**src/rtl/pipe_stage_reg.sv**
```systemverilog
`default_nettype none
// ============================================================================
// Module   : pipe_stage_reg
// Brief    : Inter-stage pipeline register for the five-stage MIPS core.
//            Carries a multi-channel payload plus instr, pc, valid, branch
//            delay flag and exception state. Supports hold, bubble flush and
//            exception flush, and merges stage-local exceptions with upstream
//            ones (upstream wins).
//            Optional hold/bubble performance counters are enabled by the
//            macro PIPE_STAGE_PERF_CNT_EN; without it the counter ports are
//            tied to zero and no counter flops exist.
// Revision : 1.0 - initial release
// ============================================================================
module pipe_stage_reg #(
    parameter int          DATA_W     = 32,
    parameter int          NUM_CH     = 3,
    parameter logic [31:0] HANDLER_PC = 32'h0000_4180,
    parameter int          CNT_W      = 16
) (
    input  logic                     clk,
    input  logic                     reset,
    input  logic                     req,
    input  logic                     flush,
    input  logic                     we,
    input  logic                     valid_in,
    input  logic [31:0]              instr_in,
    input  logic [31:0]              pc_in,
    input  logic [NUM_CH*DATA_W-1:0] data_in,
    input  logic                     bd_in,
    input  logic [4:0]               ex_code_in,
    input  logic                     ex_local,
    input  logic [4:0]               ex_local_code,
    output logic                     valid_out,
    output logic [31:0]              instr_out,
    output logic [31:0]              pc_out,
    output logic [NUM_CH*DATA_W-1:0] data_out,
    output logic                     bd_out,
    output logic [4:0]               ex_code_out,
    output logic                     has_ex_out,
    output logic [CNT_W-1:0]         stall_cnt,
    output logic [CNT_W-1:0]         flush_cnt
);

    localparam int c_PAYLOAD_W = NUM_CH * DATA_W;

    logic                   r_valid;
    logic [31:0]            r_instr;
    logic [31:0]            r_pc;
    logic [c_PAYLOAD_W-1:0] r_data;
    logic                   r_bd;
    logic [4:0]             r_ex_code;
    logic                   r_has_ex;

    logic [4:0]             w_merged_code;

    // First-exception-wins merge: an older (upstream) exception masks any
    // exception raised by the producing stage; bubbles never carry one.
    always_comb begin
        w_merged_code = 5'd0;
        if (valid_in) begin
            if (ex_code_in != 5'd0) begin
                w_merged_code = ex_code_in;
            end else if (ex_local) begin
                w_merged_code = ex_local_code;
            end
        end
    end

    // Stage register: reset > exception flush > bubble flush > advance/hold.
    always_ff @(posedge clk) begin
        if (reset) begin
            r_valid   <= 1'b0;
            r_instr   <= 32'd0;
            r_pc      <= 32'd0;
            r_data    <= '0;
            r_bd      <= 1'b0;
            r_ex_code <= 5'd0;
            r_has_ex  <= 1'b0;
        end else if (req) begin
            r_valid   <= 1'b0;
            r_instr   <= 32'd0;
            r_pc      <= HANDLER_PC;
            r_data    <= '0;
            r_bd      <= 1'b0;
            r_ex_code <= 5'd0;
            r_has_ex  <= 1'b0;
        end else if (flush) begin
            // Bubble keeps pc/bd of the displaced instruction so EPC stays
            // correct if an interrupt is taken on the bubble.
            r_valid   <= 1'b0;
            r_instr   <= 32'd0;
            r_pc      <= pc_in;
            r_data    <= '0;
            r_bd      <= bd_in;
            r_ex_code <= 5'd0;
            r_has_ex  <= 1'b0;
        end else if (we) begin
            r_valid   <= valid_in;
            r_instr   <= instr_in;
            r_pc      <= pc_in;
            r_data    <= data_in;
            r_bd      <= bd_in;
            r_ex_code <= w_merged_code;
            r_has_ex  <= valid_in & (w_merged_code != 5'd0);
        end
    end

    assign valid_out   = r_valid;
    assign instr_out   = r_instr;
    assign pc_out      = r_pc;
    assign data_out    = r_data;
    assign bd_out      = r_bd;
    assign ex_code_out = r_ex_code;
    assign has_ex_out  = r_has_ex;

`ifdef PIPE_STAGE_PERF_CNT_EN
    logic [CNT_W-1:0] r_stall_cnt;
    logic [CNT_W-1:0] r_flush_cnt;

    // Saturating hold/bubble counters; an exception flush leaves them alone.
    always_ff @(posedge clk) begin
        if (reset) begin
            r_stall_cnt <= '0;
            r_flush_cnt <= '0;
        end else if (!req) begin
            if (flush) begin
                if (r_flush_cnt != {CNT_W{1'b1}}) begin
                    r_flush_cnt <= r_flush_cnt + CNT_W'(1);
                end
            end else if (!we) begin
                if (r_stall_cnt != {CNT_W{1'b1}}) begin
                    r_stall_cnt <= r_stall_cnt + CNT_W'(1);
                end
            end
        end
    end

    assign stall_cnt = r_stall_cnt;
    assign flush_cnt = r_flush_cnt;
`else
    assign stall_cnt = '0;
    assign flush_cnt = '0;
`endif

endmodule
`default_nettype wire

```
**config.mk**
```make
export PLATFORM = sky130hd
export DESIGN_NAME = pipe_stage_reg
export DESIGN_NICKNAME = d
export VERILOG_FILES = /design/src/rtl/pipe_stage_reg.sv
export SDC_FILE = /design/constraint.sdc
export NUM_CORES = 1
export LEC_CHECK = 0
export BUFFER_PORTS_ARGS = -buffer_cell sky130_fd_sc_hd__buf_4
export CAP_MARGIN = 10
export CORE_AREA = 5 5 146 148
export DETAILED_ROUTE_END_ITERATION = 8
export DIE_AREA = 0 0 151 153
export PLACE_DENSITY = 0.73
export REMOVE_ABC_BUFFERS = 1
export SYNTH_ARGS = -nofsm -noshare
export SYNTH_HDL_FRONTEND = slang
export SYNTH_SLANG_ARGS = --single-unit
```
**constraint.sdc**
```tcl
create_clock -name clk -period 1.5 [get_ports clk]
set_input_delay 0.075 -clock clk [delete_from_list [all_inputs] [get_ports clk]]
set_output_delay 0.075 -clock clk [all_outputs]
set_load 0.005 [all_outputs]
```
# [After elaboration in Yosys (flattened, before gate mapping)]
# Cells that the tools add are included.
[totals] word_cells=23 regBits=168
[classes] n_reduce_logical=6 n_mux=8 n_bitwise=1
[ops] operator="2-to-1 mux 32 bit" count=2
[ops] operator="2-to-1 mux 15 bit" count=1
[ops] operator="2-to-1 mux 5 bit" count=3
[ops] operator="nonzero test 5 bit" count=2
[ops] operator="nonzero test 3 bit" count=1
[ops] operator="OR reduction 3 bit" count=1
[ops] operator="2-to-1 mux 1 bit" count=2
[ops] operator="nonzero test 2 bit" count=1
[ops] operator="OR reduction 2 bit" count=1
[ops] operator="bitwise AND 1 bit" count=1

# [Logic depth before layout (Yosys ltp)]
[depth] depth_word=5 ltp_mapped=6 ltp_nobuf=3

# [Least setup slack after synthesis]
# Ideal clock, no wire load.
[synth_timing] path_type="input to register" startpoint="input port we" endpoint="register r_bd (netlist: bd_out)" setup_time_ns=0.132 required_ns=1.368 cell_stages=6 path_slack_ns=0.464 arrival_time_ns=0.904 n_path_buf=3 path_cell_list="buf_2 or2_2 clkbuf_1 buf_2 nand2_1 a21oi_1"
[synth_via] elab_chain_len=1
[synth_lines] item="start: declaration" line="24" source="input logic we,"
[synth_lines] item="nonzero test 2 bit (no source line)"
[synth_lines] item="end signal: assignment" line="94" source="r_bd <= bd_in;"
[synth_lines] item="end signal: assignment" line="102" source="r_bd <= bd_in;"
[synth_lines] item="end: declaration" line="50" source="logic r_bd;"
# Every way passes these cells.
# A chain may end at the register's enable or synchronous reset.

# [Final worst setup path]
[layout_timing] startpoint="input port flush" endpoint="register r_pc[7] (netlist: pc_out[7])"
[layout_via] elab_chain_len=2 elab_cells_between_ends=3 classes_between="2 x mux; 1 x reduce/logical"
[layout_lines] item="start: declaration" line="23" source="input logic flush,"
[layout_lines] item="2-to-1 mux 32 bit" line="87" source="end else if (flush) begin"
[layout_lines] item="2-to-1 mux 15 bit" line="79" source="end else if (req) begin"
[layout_lines] item="end signal: assignment" line="92" source="r_pc <= pc_in;"
[layout_lines] item="end signal: assignment" line="100" source="r_pc <= pc_in;"
[layout_lines] item="end: declaration" line="48" source="logic [31:0] r_pc;"
# Parallel ways exist; a longest one is shown, timed or not.

==> reports/results.txt <==
Pre-CTS WS - 0.2839 ns
Largest net degree at the start of global routing - 71
Max Fclk - 661.8 MHz
Overflow after GRT - 0
Hold Path Class - input pin to register
Worst Skew - 0 ns
Gr usage total - 19.05%
CTS Buf Count - 17
Max-slew violations - 0
Yosys reg bits - 168
Worst-path clk slew - 0.07 ns
Fin nets - 1324
Critical path startpoint - flush
Iter 0 DRT Violations - 184
Fin. Hold Viols - 0
Part of the cycle the worst path needs - 100.7%
Vias in the first global route - 6767
Tot Pwr - 10580 µW
Fin cells - 1429
WHS - 0.04897 ns
CTS root buffer - clkbuf_16
Min Tclk post-route - 1.511 ns
N_diodes - 0
Post-synthesis sequential area ratio - 53.80%
Cells after Synth - 631
Number of setup violations in the final report - 1
Worst-path fanout max - 6
RSZ-0062 raised after global routing - yes
Syn-to-layout area delta - 81.97%
CTS tree - built
DR pass1 iterations - 4
Clock Latency Late Sink - 0.41 ns
Hold path startpoint - req
Initial core utilization - 31.40%
Post-DP Area - 9002 µm²
I/O Buffers - 345
Crit start category - input pin
Max clock buf depth - 2
YS warnings - 0
Placed insts - 1220
Die X - 151 µm
Critical path type - input pin to register
Async SR Flop Fraction - 0%
Worst Setup Slack, final - -0.01112 ns
Worst Tran Pin Value - 0.6246 ns
Syn Area/Cell - 9.906 µm²
RR Startpoint - pc_out[7]$_SDFFE_PP0P_
Yosys cell types - 26
Vias per cell - 4.458
WL final - 23250 µm
Drt wl/cell - 16.27 µm
DRC - 0
Cell Area, Synth - 6251 µm²
Leak - 0.005446 µW
Max_slew headroom - 58.36%
Ports - 378
Power Dens Cells - 930.5 nW/µm²
DR vias - 6371
H-tree depth - 4
Initial antenna violation count - 0
Site Rows - 52
Die Y - 153 µm
DP Wirelength - 14780 µm
Failing checks - setup timing
Die area - 23100 µm²
Fin area - 11370 µm²
Crit path DAT - 1.87 ns
Post-synth top flop - dfxtp_1
Final Wtd Congestion - 0.7957
Total core area - 19910 µm²
Share of cells above drive strength 1 - 34.25%
Worst path required time - 1.86 ns
Post-route ant nets - 0
Worst reg2reg setup slack - 0.25 ns
First-pass GRT wire length - 35200 µm
Clock Sinks - 168
Status - complete, but fails checks
Worst VDD drop - 697.3 µV
CP Capture Type - register
Post-synth EDFFs - 0
Max Cap Violations - 0
sequential cells by signal, summed over array words and instances (netlist names):
| name | flops |
|---|---|
| bd_out | 1 |
| data_out | 96 |
| ex_code_out | 5 |
| has_ex_out | 1 |
| instr_out | 32 |
| pc_out | 32 |
| valid_out | 1 |
worst max-delay path: stages:
cell and delay (ns):
buf_4 0.12, dlygate4sd3_1 0.62, nor2_4 0.20, nand2_1 0.09, a31oi_1 0.18, dlygate4sd3_1 0.57
stage by stage:
stage | utilization [%] | setup TNS, ns
finish | 57.13 | -0.01112
global route | 57.13 | -0.03211
CTS | 57.08 | 0
detailed placement | 45.22 | 0
global placement | 45.22 | 0
floorplan | - | -122.15
metal layers:
layer  vias up  track usage [%]  wire (µm)
li1       3056                -          -
met5         -                0          0
met4         0            8.679        915
met2       322            33.09      11510
met3        52            6.455       2364
met1      2941            20.75       8466
where the power goes:
| part | internal [µW] | switching [µW] |
|---|---|---|
| clock | 2500 | 1930 |
| combinational | 947 | 582 |
| sequential | 4560 | 60.3 |
| total | 8010 | 2570 |
final timing paths:
kind / endpoint / cells after the start
setup / recovery: pc_out[7]$_SDFFE_PP0P_ / 6
hold / removal: ex_code_out[2]$_SDFFE_PP0P_ / 4
setup reg to reg: pc_out[7]$_SDFFE_PP0P_ / 3
hold reg to reg: pc_out[31]$_SDFFE_PP0P_ / 2
kinds of logic (layout without fill, tap and decap cells):
kind of cell,count (synthesis),count (layout),share of synthesized area (%)
multiplexers,128,128,20.50
AO/OA/AOI/OAI,47,47,4.123
AND/OR/NAND/NOR,212,212,13.31
flip-flops,168,168,53.80
buffers and inverters,75,572,8.207
other,1,32,0.05999
cell type report:
type / count / area [µm²]
inverters: 3 / 11.26
flip-flops and latches: 168 / 3363
fillers: 1617 / 8534
well taps: 270 / 337.8
clock buffers: 18 / 429.2
clock inverters: 14 / 161.4
repair buffers: 537 / 4566
multi-input cells: 419 / 2506
cells in the mapped netlist, types with 2 or more instances:
| library cell | count | share of area, % |
|---|---|---|
| nand3_1 | 4 | 0.32 |
| buf_6 | 11 | 2.0 |
| or2_2 | 2 | 0.20 |
| a31oi_1 | 4 | 0.40 |
| o21ai_1 | 4 | 0.32 |
| o21ai_0 | 2 | 0.16 |
| buf_4 | 33 | 4.0 |
| dfxtp_1 | 168 | 54 |
| nor2_1 | 131 | 7.9 |
| a21oi_1 | 32 | 2.6 |
| clkbuf_1 | 8 | 0.48 |
| mux2i_1 | 128 | 20 |
| nand2_1 | 67 | 4.0 |
| a41oi_1 | 4 | 0.56 |
| buf_2 | 20 | 1.6 |
| inv_1 | 3 | 0.18 |
layout by cell type, fill, tap and decap left out:
cell type / n
o21ai_0: 2
inv_6: 5
nor2_4: 1
nor3_2: 1
clkbuf_16: 17
or2_2: 2
nand4_1: 1
dlygate4sd3_1: 177
bufinv_16: 2
a22oi_1: 1
clkbuf_1: 1
mux2i_1: 128
o21ai_1: 4
or3_4: 1
a21oi_1: 32
nand2_1: 67
inv_1: 3
inv_8: 2
a41oi_1: 4
dfxtp_1: 168
nor2b_1: 1
or4_1: 1
nor4_2: 1
a31oi_1: 4
buf_6: 1
nor2_1: 131
buf_4: 352
nand3_1: 4
conb_1: 32
clkinvlp_4: 4
and2_1: 1
buf_12: 7
clkinv_2: 1
timing repair:
action,CTS,global route
gates resized for setup,0,2
endpoints found under the setup margin,0,4
hold buffers,177,0
setup buffers,0,0
hold endpoints to repair,167,0
Power figures use the tool's default switching activity.
